$ cat src/rtl/stopwatch_ctrl.sv
// stopwatch_ctrl
//   Control stage in front of the BCD mm:ss time counter. It conditions three
//   raw push-buttons, runs the stopwatch state machine, and divides CLK1 down
//   to a one-cycle-per-second count pulse.
//
//   state | meaning
//   ------+-----------------------------------------------------------
//   IDLE  | stopped, time cleared; prescaler held at 0
//   RUN   | counting; prescaler advances every cycle
//   PAUSE | stopped, time kept; prescaler holds its value
//   LAP   | counting continues, display frozen (lap_hold)
//
// Ports
//   CLK1           in   system clock
//   RESET          in   asynchronous, active-high reset
//   btn_start_stop in   raw start/stop button (async, active-high)
//   btn_clear      in   raw clear button (async, active-high)
//   btn_lap        in   raw lap button (async, active-high)
//   enable         out  one-cycle count pulse, once per TICKS_PER_SEC cycles
//   clear_req      out  one-cycle request to zero the stored time
//   running        out  high in RUN or LAP
//   lap_hold       out  high in LAP
//   state          out  IDLE=00, RUN=01, PAUSE=10, LAP=11
module stopwatch_ctrl #(
  parameter int TICKS_PER_SEC   = 1000,
  parameter int DEBOUNCE_CYCLES = 20
) (
  input  logic       CLK1,
  input  logic       RESET,
  input  logic       btn_start_stop,
  input  logic       btn_clear,
  input  logic       btn_lap,
  output logic       enable,
  output logic       clear_req,
  output logic       running,
  output logic       lap_hold,
  output logic [1:0] state
);

  localparam int PW = (TICKS_PER_SEC > 2) ? $clog2(TICKS_PER_SEC) : 1;
  localparam int DW = $clog2(DEBOUNCE_CYCLES + 1);
  localparam logic [PW-1:0] PRESC_LAST = PW'(TICKS_PER_SEC - 1);
  localparam logic [DW-1:0] DB_LAST    = DW'(DEBOUNCE_CYCLES - 1);

  typedef enum logic [1:0] {
    S_IDLE  = 2'b00,
    S_RUN   = 2'b01,
    S_PAUSE = 2'b10,
    S_LAP   = 2'b11
  } state_t;

  // Button index: 0 = start_stop, 1 = clear, 2 = lap
  logic [2:0]         raw;
  logic [2:0]         sync1;
  logic [2:0]         sync2;
  logic [2:0]         level;
  logic [2:0][DW-1:0] db_cnt;
  logic [2:0]         press;

  state_t        st;
  state_t        st_nxt;
  logic [PW-1:0] presc;
  logic          presc_zero;
  logic          clr_go;
  logic          go_clr;
  logic          go_ss;
  logic          go_lap;

  assign raw = {btn_lap, btn_clear, btn_start_stop};

  // Synchronizer and debounce. The press strobe is the condition that makes
  // the debounced level rise, so the FSM acts on the same edge the level
  // toggles; releases never strobe.
  always_ff @(posedge CLK1 or posedge RESET) begin
    if (RESET) begin
      sync1  <= '0;
      sync2  <= '0;
      level  <= '0;
      db_cnt <= '0;
    end else begin
      sync1 <= raw;
      sync2 <= sync1;
      for (int i = 0; i < 3; i++) begin
        if (sync2[i] == level[i]) begin
          db_cnt[i] <= '0;
        end else if (db_cnt[i] == DB_LAST) begin
          db_cnt[i] <= '0;
          level[i]  <= ~level[i];
        end else begin
          db_cnt[i] <= db_cnt[i] + DW'(1);
        end
      end
    end
  end

  always_comb begin
    press = '0;
    for (int i = 0; i < 3; i++) begin
      press[i] = sync2[i] & ~level[i] & (db_cnt[i] == DB_LAST);
    end
  end

  // Priority select: only the highest-priority press survives a collision,
  // even if the current state then ignores it.
  assign go_clr = press[1];
  assign go_ss  = press[0] & ~press[1];
  assign go_lap = press[2] & ~press[1] & ~press[0];

  // State register
  always_ff @(posedge CLK1 or posedge RESET) begin
    if (RESET) begin
      st <= S_IDLE;
    end else begin
      st <= st_nxt;
    end
  end

  // Next-state logic
  always_comb begin
    st_nxt     = st;
    presc_zero = 1'b0;
    clr_go     = 1'b0;
    case (st)
      S_IDLE: begin
        if (go_clr) begin
          clr_go = 1'b1;
        end else if (go_ss) begin
          st_nxt     = S_RUN;
          presc_zero = 1'b1;
        end
      end
      S_RUN: begin
        if (go_ss) begin
          st_nxt = S_PAUSE;
        end else if (go_lap) begin
          st_nxt = S_LAP;
        end
      end
      S_LAP: begin
        if (go_ss) begin
          st_nxt = S_PAUSE;
        end else if (go_lap) begin
          st_nxt = S_RUN;
        end
      end
      S_PAUSE: begin
        if (go_clr) begin
          st_nxt     = S_IDLE;
          presc_zero = 1'b1;
          clr_go     = 1'b1;
        end else if (go_ss) begin
          st_nxt = S_RUN;
        end
      end
      default: st_nxt = S_IDLE;
    endcase
  end

  // Prescaler advances on the current state, so the edge leaving RUN/LAP
  // still increments (and wraps on a terminal tick).
  always_ff @(posedge CLK1 or posedge RESET) begin
    if (RESET) begin
      presc     <= '0;
      clear_req <= 1'b0;
    end else begin
      clear_req <= clr_go;
      if (st == S_IDLE || presc_zero) begin
        presc <= '0;
      end else if (st == S_RUN || st == S_LAP) begin
        presc <= (presc == PRESC_LAST) ? '0 : presc + PW'(1);
      end
    end
  end

  // Output decode, registers only
  always_comb begin
    running  = (st == S_RUN) || (st == S_LAP);
    lap_hold = (st == S_LAP);
    enable   = running && (presc == PRESC_LAST);
  end

  assign state = st;

endmodule

$ cat config.mk
export PLATFORM = sky130hd
export DESIGN_NAME = stopwatch_ctrl
export DESIGN_NICKNAME = d
export VERILOG_FILES = /design/src/rtl/stopwatch_ctrl.sv
export SDC_FILE = /design/constraint.sdc
export NUM_CORES = 1
export LEC_CHECK = 0
export ABC_AREA = 1
export BUFFER_PORTS_ARGS = -buffer_cell sky130_fd_sc_hd__buf_2
export CELL_PAD_IN_SITES_DETAIL_PLACEMENT = 2
export CELL_PAD_IN_SITES_GLOBAL_PLACEMENT = 2
export CORE_UTILIZATION = 29
export DETAILED_ROUTE_END_ITERATION = 10
export MAX_ROUTING_LAYER = met4
export PLACE_DENSITY_LB_ADDON = 0.08
export RECOVER_POWER = 25
export SLEW_MARGIN = 0
export SYNTH_ARGS = -nofsm -noshare
export SYNTH_HDL_FRONTEND = slang
export SYNTH_SLANG_ARGS = --single-unit
$ cat constraint.sdc
create_clock -name CLK1 -period 1.3 [get_ports CLK1]
set_input_delay 0.065 -clock CLK1 [delete_from_list [all_inputs] [get_ports CLK1]]
set_output_delay 0.065 -clock CLK1 [all_outputs]
set_load 0.01 [all_outputs]
==> metrics.txt, run 1 <==
# TYPE chip_impl_metric gauge
chip_impl_metric{name="flip_flop_and_latch_count_after_synthesis",unit=""} 37
chip_impl_info{name="cts-root-buf",value="clkbuf_8"} 1
chip_impl_metric{name="die-height",unit="µm"} 79.80
chip_impl_metric{name="antenna-diode-count",unit=""} 0
chip_impl_metric{name="setup_violations",unit=""} 11
chip_impl_metric{name="drt_first_pass_iters",unit=""} 4
chip_impl_info{name="slowest_stage",value="dfrtp_1"} 1
chip_impl_metric{name="final_routed_wire_length_divided_by_cell_count",unit="µm"} 14.57
chip_impl_metric{name="place.port_buffers",unit=""} 10
chip_impl_metric{name="io_pins",unit=""} 11
chip_impl_metric{name="overall_overflow_remaining_after_global_route",unit=""} 0
chip_impl_metric{name="synth_enable_flop_cells",unit=""} 0
chip_impl_metric{name="critical_path_peak_fanout",unit=""} 2
chip_impl_metric{name="final_cell_count_no_fill",unit=""} 311
chip_impl_info{name="setup.worst_path.end_class",value="primary output"} 1
chip_impl_metric{name="routed-via-count",unit=""} 1432
chip_impl_metric{name="area_growth",unit="%"} 37.99
chip_impl_metric{name="clk_pin_slew_worst_paths",unit="ns"} 0.07
chip_impl_metric{name="cp_data_arrival_time",unit="ns"} 1.36
chip_impl_metric{name="syn_nets",unit=""} 208
chip_impl_metric{name="setup_total_negative_slack",unit="ns"} -0.4703
chip_impl_metric{name="n_fill_cell",unit=""} 628
chip_impl_metric{name="timing.max_slew.rel_slack",unit=""} 0.6909
chip_impl_metric{name="cts_max_level",unit=""} 2
chip_impl_metric{name="fin_nets",unit=""} 251
chip_impl_metric{name="route.detailed.vias_per_inst",unit=""} 4.605
chip_impl_metric{name="post_synth_num_cell_types",unit=""} 20
chip_impl_metric{name="synth-async-reset-ratio",unit=""} 1.000
chip_impl_metric{name="timing.reg2reg.setup_slack",unit="ns"} -0.06
chip_impl_metric{name="die_area",unit="µm²"} 6368
chip_impl_metric{name="max_stage_delay",unit="ns"} 0.36
chip_impl_metric{name="grt_start_max_net_pins",unit=""} 20
chip_impl_metric{name="design.core.area",unit="µm²"} 5675
chip_impl_metric{name="power_per_cell_area",unit="nW/µm²"} 890.7
chip_impl_metric{name="count_of_max_cap_constraint_violations",unit=""} 0
chip_impl_metric{name="post_synth_instance_area",unit="µm²"} 1755
chip_impl_metric{name="std_cell_rows",unit=""} 27
chip_impl_metric{name="synth-warning-count",unit=""} 0
chip_impl_metric{name="finalWorstSetupSlack",unit="ns"} -0.1222
chip_impl_metric{name="cts_num_sinks",unit=""} 37
chip_impl_metric{name="multi_input_area",unit="µm²"} 912.1
chip_impl_metric{name="drt_iter0_drc",unit=""} 29
chip_impl_metric{name="hold_violations_final",unit=""} 0
chip_impl_metric{name="slew_violations",unit=""} 0
chip_impl_metric{name="synthCells",unit=""} 196
chip_impl_metric{name="floorplan.die.width",unit="µm"} 79.80
chip_impl_metric{name="global_route.usage.total",unit=""} 0.1595
chip_impl_info{name="r2r_end",value="presc[8]"} 1
chip_impl_metric{name="initial_utilization",unit=""} 0.3093
chip_impl_metric{name="cts_inserted_buffers",unit=""} 5
chip_impl_metric{name="fin_crit_sh",unit=""} 1.094
chip_impl_info{name="hold_path_end",value="sync2[0]"} 1
chip_impl_info{name="holdCritStartpoint",value="sync1[0]"} 1
chip_impl_metric{name="synthesis.area_per_instance",unit="µm²"} 8.956
chip_impl_metric{name="drive_above_1_share",unit=""} 0.3682
chip_impl_info{name="cp-start-kind",value="flip-flop"} 1
chip_impl_info{name="status",value="complete, but fails checks"} 1
chip_impl_metric{name="register_area",unit="µm²"} 925.9
chip_impl_metric{name="worstPathRequired",unit="ns"} 1.24
chip_impl_metric{name="cts-root-to-sink-buffers",unit=""} 2
chip_impl_info{name="setup_repair_after_global_routing_missed_its_margin",value="yes"} 1
chip_impl_info{name="synthFlopType",value="dfrtp_1"} 1
chip_impl_info{name="path_cells",value="ha_2 -> nand2_2 -> nor2_2 -> nand3_2 -> nor2_1 -> buf_2"} 1
chip_impl_metric{name="vdd_ir_drop_max",unit="µV"} 463.3
chip_impl_metric{name="worst_slew_pin_slew",unit="ns"} 0.4637
chip_impl_metric{name="leakage",unit="nW"} 1.204
chip_impl_info{name="timing.hold.worst.class",value="reg2reg"} 1
chip_impl_metric{name="detail-route-antenna-nets",unit=""} 0
chip_impl_metric{name="dp.cells",unit=""} 290
chip_impl_metric{name="detailed_place_hpwl",unit="mm"} 3.239
chip_impl_metric{name="drt_wl_total",unit="mm"} 4.532
chip_impl_info{name="tritoncts",value="built"} 1
chip_impl_metric{name="number_of_antenna_violations_at_the_first_check_in_global_routing",unit=""} 0
chip_impl_metric{name="remaining_drc_errors",unit=""} 0
chip_impl_info{name="crit_type",value="reg2out"} 1
chip_impl_metric{name="grt_first_pass_wirelength",unit="mm"} 7.389
chip_impl_metric{name="hold_path_depth",unit=""} 0
chip_impl_metric{name="synth_sequential_area_ratio",unit=""} 0.5274
chip_impl_metric{name="via_count_of_the_first_global_routing_pass",unit=""} 1610
chip_impl_metric{name="critical_path_buf_inv_count",unit=""} 1
chip_impl_info{name="cp_top_family",value="simple AND/OR/NAND/NOR gates"} 1
chip_impl_metric{name="worst_r2r_path_depth",unit=""} 9
chip_impl_metric{name="gpl.final_weighted_congestion",unit=""} 0.7428
chip_impl_metric{name="final.setup_skew",unit="ns"} 0.004724
chip_impl_info{name="failing_checks",value="negative setup slack"} 1
chip_impl_info{name="r2r_start",value="presc[0]"} 1
chip_impl_metric{name="clk-insertion-delay-late",unit="ns"} 0.28
chip_impl_metric{name="period_minus_slack",unit="ns"} 1.422
chip_impl_metric{name="max_clock_freq",unit="MHz"} 703.1
## Yosys cell counts (3+ instances only)
cell	n	area share
nand2_2	3	0.011
nor2_1	30	0.064
o21ai_0	5	0.014
xnor2_1	4	0.020
dfrtp_1	37	0.53
nand3_1	30	0.086
ha_1	7	0.050
inv_1	23	0.049
nand2_1	34	0.073
xor2_1	13	0.065
## kinds of logic (layout without fill, tap and decap cells)
group | Yosys count | count (layout) | share of synthesized area
AO/OA/AOI/OAI | 6 | 6 | 0.01710
XOR/XNOR | 17 | 17 | 0.08482
adder cells (fa/ha/maj) | 7 | 7 | 0.04989
buffers and inverters | 28 | 71 | 0.06343
flip-flops | 37 | 37 | 0.5274
AND/OR/NAND/NOR | 101 | 101 | 0.2573
## routing by layer
| layer | wire length [µm] | track usage | vias up | share of wire |
|---|---|---|---|---|
| met4 | 55 | 0.04821 | 0 | 0.012 |
| li1 | - | - | 691 | - |
| met5 | 0 | - | - | 0 |
| met3 | 124 | 0.03886 | 7 | 0.027 |
| met1 | 1940 | 0.1697 | 720 | 0.43 |
| met2 | 2412 | 0.2906 | 14 | 0.53 |
## worst register-to-register path, stage by stage, from the launching register on
cell and delay, ns:
dfrtp_1 0.36, ha_2 0.20, nand2_2 0.08, buf_6 0.13, nor3_4 0.19, nand2_1 0.08, nand2_1 0.06, nand2_1 0.05
nand2_1 0.05, nand2_1 0.05
## sequential cells by signal, summed over array words and instances (netlist names)
register and flops:
db_cnt 15, presc 10, level 3, sync1 3, sync2 3, state 2, clear_req 1
## through the flow
stage	cell area, µm²	setup slack (ns)	util	power, mW	hold slack (ns)
6_report	2422	-0.1222	0.4268	2.158	0.3505
5_1_grt	2422	-0.2262	0.4268	2.265	0.3580
4_1_cts	2175	-0.1146	0.3832	2.191	0.3541
3_5_place_dp	1994	-0.1008	0.3514	1.350	0.1506
3_3_place_gp	1994	0.004256	0.3514	1.334	0.1098
2_1_floorplan	1755	0.04204	-	1.292	0.09643
## cells in the final DEF (no fill, tap or decap)
cell           netlist  routed
dfrtp_1             37      37
nand2_1             34      24
nor2_1              30      24
inv_1               23      21
buf_4                1      20
nand3_1             30      19
xor2_1              13      13
nand2_2              3      10
nand3_2              1      10
buf_2                1      10
clkbuf_8             0       6
o21ai_2              0       5
xnor2_1              4       4
dlygate4sd3_1        0       4
buf_6                0       4
nor2_2               0       3
nor2_4               0       3
ha_1                 7       3
ha_2                 0       3
inv_2                1       2
nand2_4              0       2
nand3_4              0       2
nor3_4               1       2
or2_2                1       1
a21oi_1              1       1
nand2_8              0       1
inv_8                0       1
ha_4                 0       1
clkbuf_1             1       1
clkbuf_2             1       1
buf_12               0       1
## power breakdown
group	switching [mW]	total, mW	leakage, nW	internal, mW
combinational	0.0799	0.147	0.664	0.0675
sequential	0.0226	1.21	0.495	1.18
clock	0.384	0.805	0.0443	0.420
total	0.487	2.16	1.20	1.67
## layout make-up
class,count,area share
Timing Repair Buffer,40,0.1281
Multi-Input combinational cell,131,0.3766
Sequential cell,37,0.3822
Inverter,24,0.04029
Clock buffer,7,0.03564
Tap cell,72,0.03719
## worst max-delay path by stage
stage	from	slack [ns]	depth (start not counted)	endpoint
2_1_floorplan	db_cnt[5]	0.04	7	presc[2]
3_3_place_gp	db_cnt[5]	0.004	7	presc[0]
3_5_place_dp	db_cnt[5]	-0.10	7	presc[3]
4_1_cts	presc[1]	-0.11	6	enable
5_1_grt	presc[0]	-0.23	6	enable
6_report	presc[0]	-0.12	6	enable
## timing repair
item	in CTS	in global routing
pin swaps	4	19
setup buffers	3	9
hold buffers	4	0
cloned	0	0
resized for setup	8	53
setup endpoints to repair	14	14
hold endpoints to repair	40	0
Note: power is estimated with default switching activity, not from simulation.
==> run 2, diff against run 1 <==
--- a/config.mk
+++ b/config.mk
@@ -14,7 +14,6 @@
 export MAX_ROUTING_LAYER = met4
 export PLACE_DENSITY_LB_ADDON = 0.08
 export RECOVER_POWER = 25
-export SLEW_MARGIN = 0
 export SYNTH_ARGS = -nofsm -noshare
 export SYNTH_HDL_FRONTEND = slang
 export SYNTH_SLANG_ARGS = --single-unit
==> constraint.sdc (replaced) <==
create_clock -name CLK1 -period 1.7 [get_ports CLK1]
set_input_delay 0.085 -clock CLK1 [delete_from_list [all_inputs] [get_ports CLK1]]
set_output_delay 0.085 -clock CLK1 [all_outputs]
set_load 0.01 [all_outputs]
==> metrics.txt, run 2 (synthesis gave the netlist of run 1 again) <==
# TYPE chip_impl_metric gauge
chip_impl_info{name="grt.busiest_layer",value="met2"} 1
chip_impl_metric{name="count_of_max_cap_constraint_violations",unit=""} 0
chip_impl_metric{name="dp_slack",unit="ns"} 0.2193
chip_impl_info{name="layout.cells.most_common_list",value="dfrtp_1, nand2_1, nor2_1, nand3_1, inv_1"} 1
chip_impl_metric{name="cp_data_arrival_time",unit="ns"} 1.46
chip_impl_info{name="crit_type",value="reg2out"} 1
chip_impl_metric{name="period_minus_slack",unit="ns"} 1.541
chip_impl_metric{name="io_pins",unit=""} 11
chip_impl_metric{name="worstPathRequired",unit="ns"} 1.62
chip_impl_metric{name="place.port_buffers",unit=""} 10
chip_impl_metric{name="route.detailed.vias_per_inst",unit=""} 4.543
chip_impl_metric{name="critical_path_peak_fanout",unit=""} 4
chip_impl_info{name="reg.largest.list",value="db_cnt: 15 flops, presc: 10 flops"} 1
chip_impl_metric{name="leakage",unit="nW"} 1.044
chip_impl_metric{name="cts_num_sinks",unit=""} 37
chip_impl_metric{name="floorplan.die.width",unit="µm"} 79.80
chip_impl_metric{name="initial_utilization",unit=""} 0.3093
chip_impl_metric{name="clk_pin_slew_worst_paths",unit="ns"} 0.07
chip_impl_metric{name="slew_violations",unit=""} 0
chip_impl_metric{name="die-height",unit="µm"} 79.80
chip_impl_info{name="timing.critical_path.from",value="presc[0]"} 1
chip_impl_info{name="r2r_start",value="db_cnt[5]"} 1
chip_impl_metric{name="cts_max_level",unit=""} 2
chip_impl_metric{name="hold_ws",unit="ns"} 0.3546
chip_impl_metric{name="drive_above_1_share",unit=""} 0.1244
chip_impl_metric{name="flip_flop_count_of_the_largest_register_all_copies_and_words_added",unit=""} 15
chip_impl_metric{name="setup_violations",unit=""} 0
chip_impl_metric{name="final_routed_wire_length_divided_by_cell_count",unit="µm"} 12.98
chip_impl_info{name="setup.worst_path.end_class",value="primary output"} 1
chip_impl_info{name="status",value="finished clean"} 1
chip_impl_metric{name="detail-route-antenna-nets",unit=""} 0
chip_impl_metric{name="worst_slew_pin_slew",unit="ns"} 0.9516
chip_impl_metric{name="drt_first_pass_iters",unit=""} 2
chip_impl_info{name="setup_repair_after_global_routing_missed_its_margin",value="no"} 1
chip_impl_metric{name="fin_nets",unit=""} 229
chip_impl_metric{name="finalWorstSetupSlack",unit="ns"} 0.1593
chip_impl_metric{name="overall_overflow_remaining_after_global_route",unit=""} 0
chip_impl_metric{name="clock_power_share",unit=""} 0.380
chip_impl_metric{name="final.setup_skew",unit="ns"} 0.002775
chip_impl_metric{name="detailed_place_hpwl",unit="mm"} 2.950
chip_impl_metric{name="seqPwrFrac",unit=""} 0.568
chip_impl_metric{name="power.switching_fraction",unit=""} 0.2228
chip_impl_metric{name="worst_r2r_path_depth",unit=""} 7
chip_impl_metric{name="drt_wl_total",unit="mm"} 3.750
chip_impl_info{name="cp-start-kind",value="flip-flop"} 1
chip_impl_info{name="tritoncts",value="built"} 1
chip_impl_metric{name="global_route.usage.total",unit=""} 0.1398
chip_impl_metric{name="power.switching",unit="mW"} 0.3612
chip_impl_metric{name="hold_path_depth",unit=""} 0
chip_impl_metric{name="grt_util_met2",unit=""} 0.2145
chip_impl_metric{name="grt_use_met3",unit=""} 0.03086
chip_impl_metric{name="cts_inserted_buffers",unit=""} 5
chip_impl_info{name="cts-root-buf",value="clkbuf_8"} 1
chip_impl_metric{name="hold_violations_final",unit=""} 0
chip_impl_metric{name="final_cell_area",unit="µm²"} 2027
chip_impl_metric{name="drt_iter0_drc",unit=""} 17
chip_impl_info{name="layout.cells.most_common",value="dfrtp_1"} 1
chip_impl_metric{name="area_growth",unit="%"} 15.47
chip_impl_metric{name="clk-insertion-delay-late",unit="ns"} 0.29
chip_impl_metric{name="cts-root-to-sink-buffers",unit=""} 2
chip_impl_metric{name="power_per_cell_area",unit="nW/µm²"} 799.8
chip_impl_metric{name="grt_start_max_net_pins",unit=""} 21
chip_impl_metric{name="p_int",unit="mW"} 1.260
chip_impl_metric{name="dpl-instance-area",unit="µm²"} 1904
chip_impl_metric{name="ctsResizeCount",unit=""} 0
chip_impl_metric{name="gpl.final_weighted_congestion",unit=""} 0.7929
chip_impl_metric{name="remaining_drc_errors",unit=""} 0
chip_impl_metric{name="vdd_ir_drop_max",unit="µV"} 282.4
chip_impl_info{name="regMostFlops",value="db_cnt"} 1
chip_impl_metric{name="setup_total_negative_slack",unit="ns"} 0
chip_impl_metric{name="number_of_antenna_violations_at_the_first_check_in_global_routing",unit=""} 0
chip_impl_metric{name="max_clock_freq",unit="MHz"} 649.0
chip_impl_metric{name="grt_first_pass_wirelength",unit="mm"} 6.396
chip_impl_metric{name="met1_usage",unit=""} 0.1693
chip_impl_metric{name="std_cell_rows",unit=""} 27
chip_impl_metric{name="design.core.area",unit="µm²"} 5675
chip_impl_info{name="holdCritStartpoint",value="sync1[1]"} 1
chip_impl_metric{name="routed-via-count",unit=""} 1313
chip_impl_metric{name="via_count_of_the_first_global_routing_pass",unit=""} 1339
chip_impl_info{name="timing.hold.worst.class",value="reg2reg"} 1
chip_impl_metric{name="finish.utilization",unit=""} 0.3571
chip_impl_metric{name="pwr-share-comb",unit=""} 0.051
chip_impl_metric{name="die_area",unit="µm²"} 6368
chip_impl_metric{name="fin_crit_sh",unit=""} 0.9063
chip_impl_metric{name="timing.max_slew.rel_slack",unit=""} 0.3656
chip_impl_metric{name="antenna-diode-count",unit=""} 0
[run 2: cell types whose count changed in the layout (fill, tap and decap cells not counted), sizes merged]
cell / change
buf: -22
[run 2: worst paths after layout]
| path | endpoint | slack (ns) |
|---|---|---|
| min in group asynchronous | db_cnt[13] | 0.39 |
| max in group asynchronous | presc[1] | 0.48 |
| max reg2reg | presc[2] | 0.25 |
| min reg2reg | sync2[1] | 0.35 |
| max | enable | 0.16 |
| min | sync2[1] | 0.35 |
[run 2: power groups by stage]
| stage | combinational, mW | sequential, mW | clock [mW] |
|---|---|---|---|
| after floorplan | 0.0546 | 0.934 | 0 |
| after global placement | 0.0742 | 0.936 | 0 |
| after detailed placement | 0.0818 | 0.939 | 0 |
| after CTS | 0.0892 | 0.922 | 0.652 |
| after global routing | 0.0981 | 0.924 | 0.673 |
| final | 0.0830 | 0.921 | 0.617 |
[run 2: per-stage QoR]
step,total power [mW],cells
after global routing,1.696,289
final,1.621,289
after detailed placement,1.021,278
after floorplan,0.9882,196
after global placement,1.011,278
after CTS,1.663,289
[run 2: layout make-up]
class                      instances  area (µm²)
fill                             633        3649
sequential                        37       925.9
multi-input combinational        131       718.2
timing repair buffer              18       116.4
inverter                          24       90.09
tap                               72       90.09
clock buffer                       7       86.33
[run 2: routing by layer]
| layer | wire, µm | vias to the layer above |
|---|---|---|
| met5 | 0 | - |
| met4 | 88 | 0 |
| met3 | 89 | 9 |
| met2 | 1775 | 14 |
| met1 | 1796 | 640 |
| li1 | - | 650 |
[run 2: what timing repair did]
action	4_1_cts	5_1_grt
hold buffers	4	0
setup buffers	0	0
endpoints found under the hold margin	40	0
[run 2: worst max-delay path: stages (launching register included)]
cell and delay (ns):
dfrtp_1 0.40, ha_1 0.24, nand2_2 0.10, nor2_1 0.10
nand3_1 0.11, nor2_1 0.09, buf_2 0.13
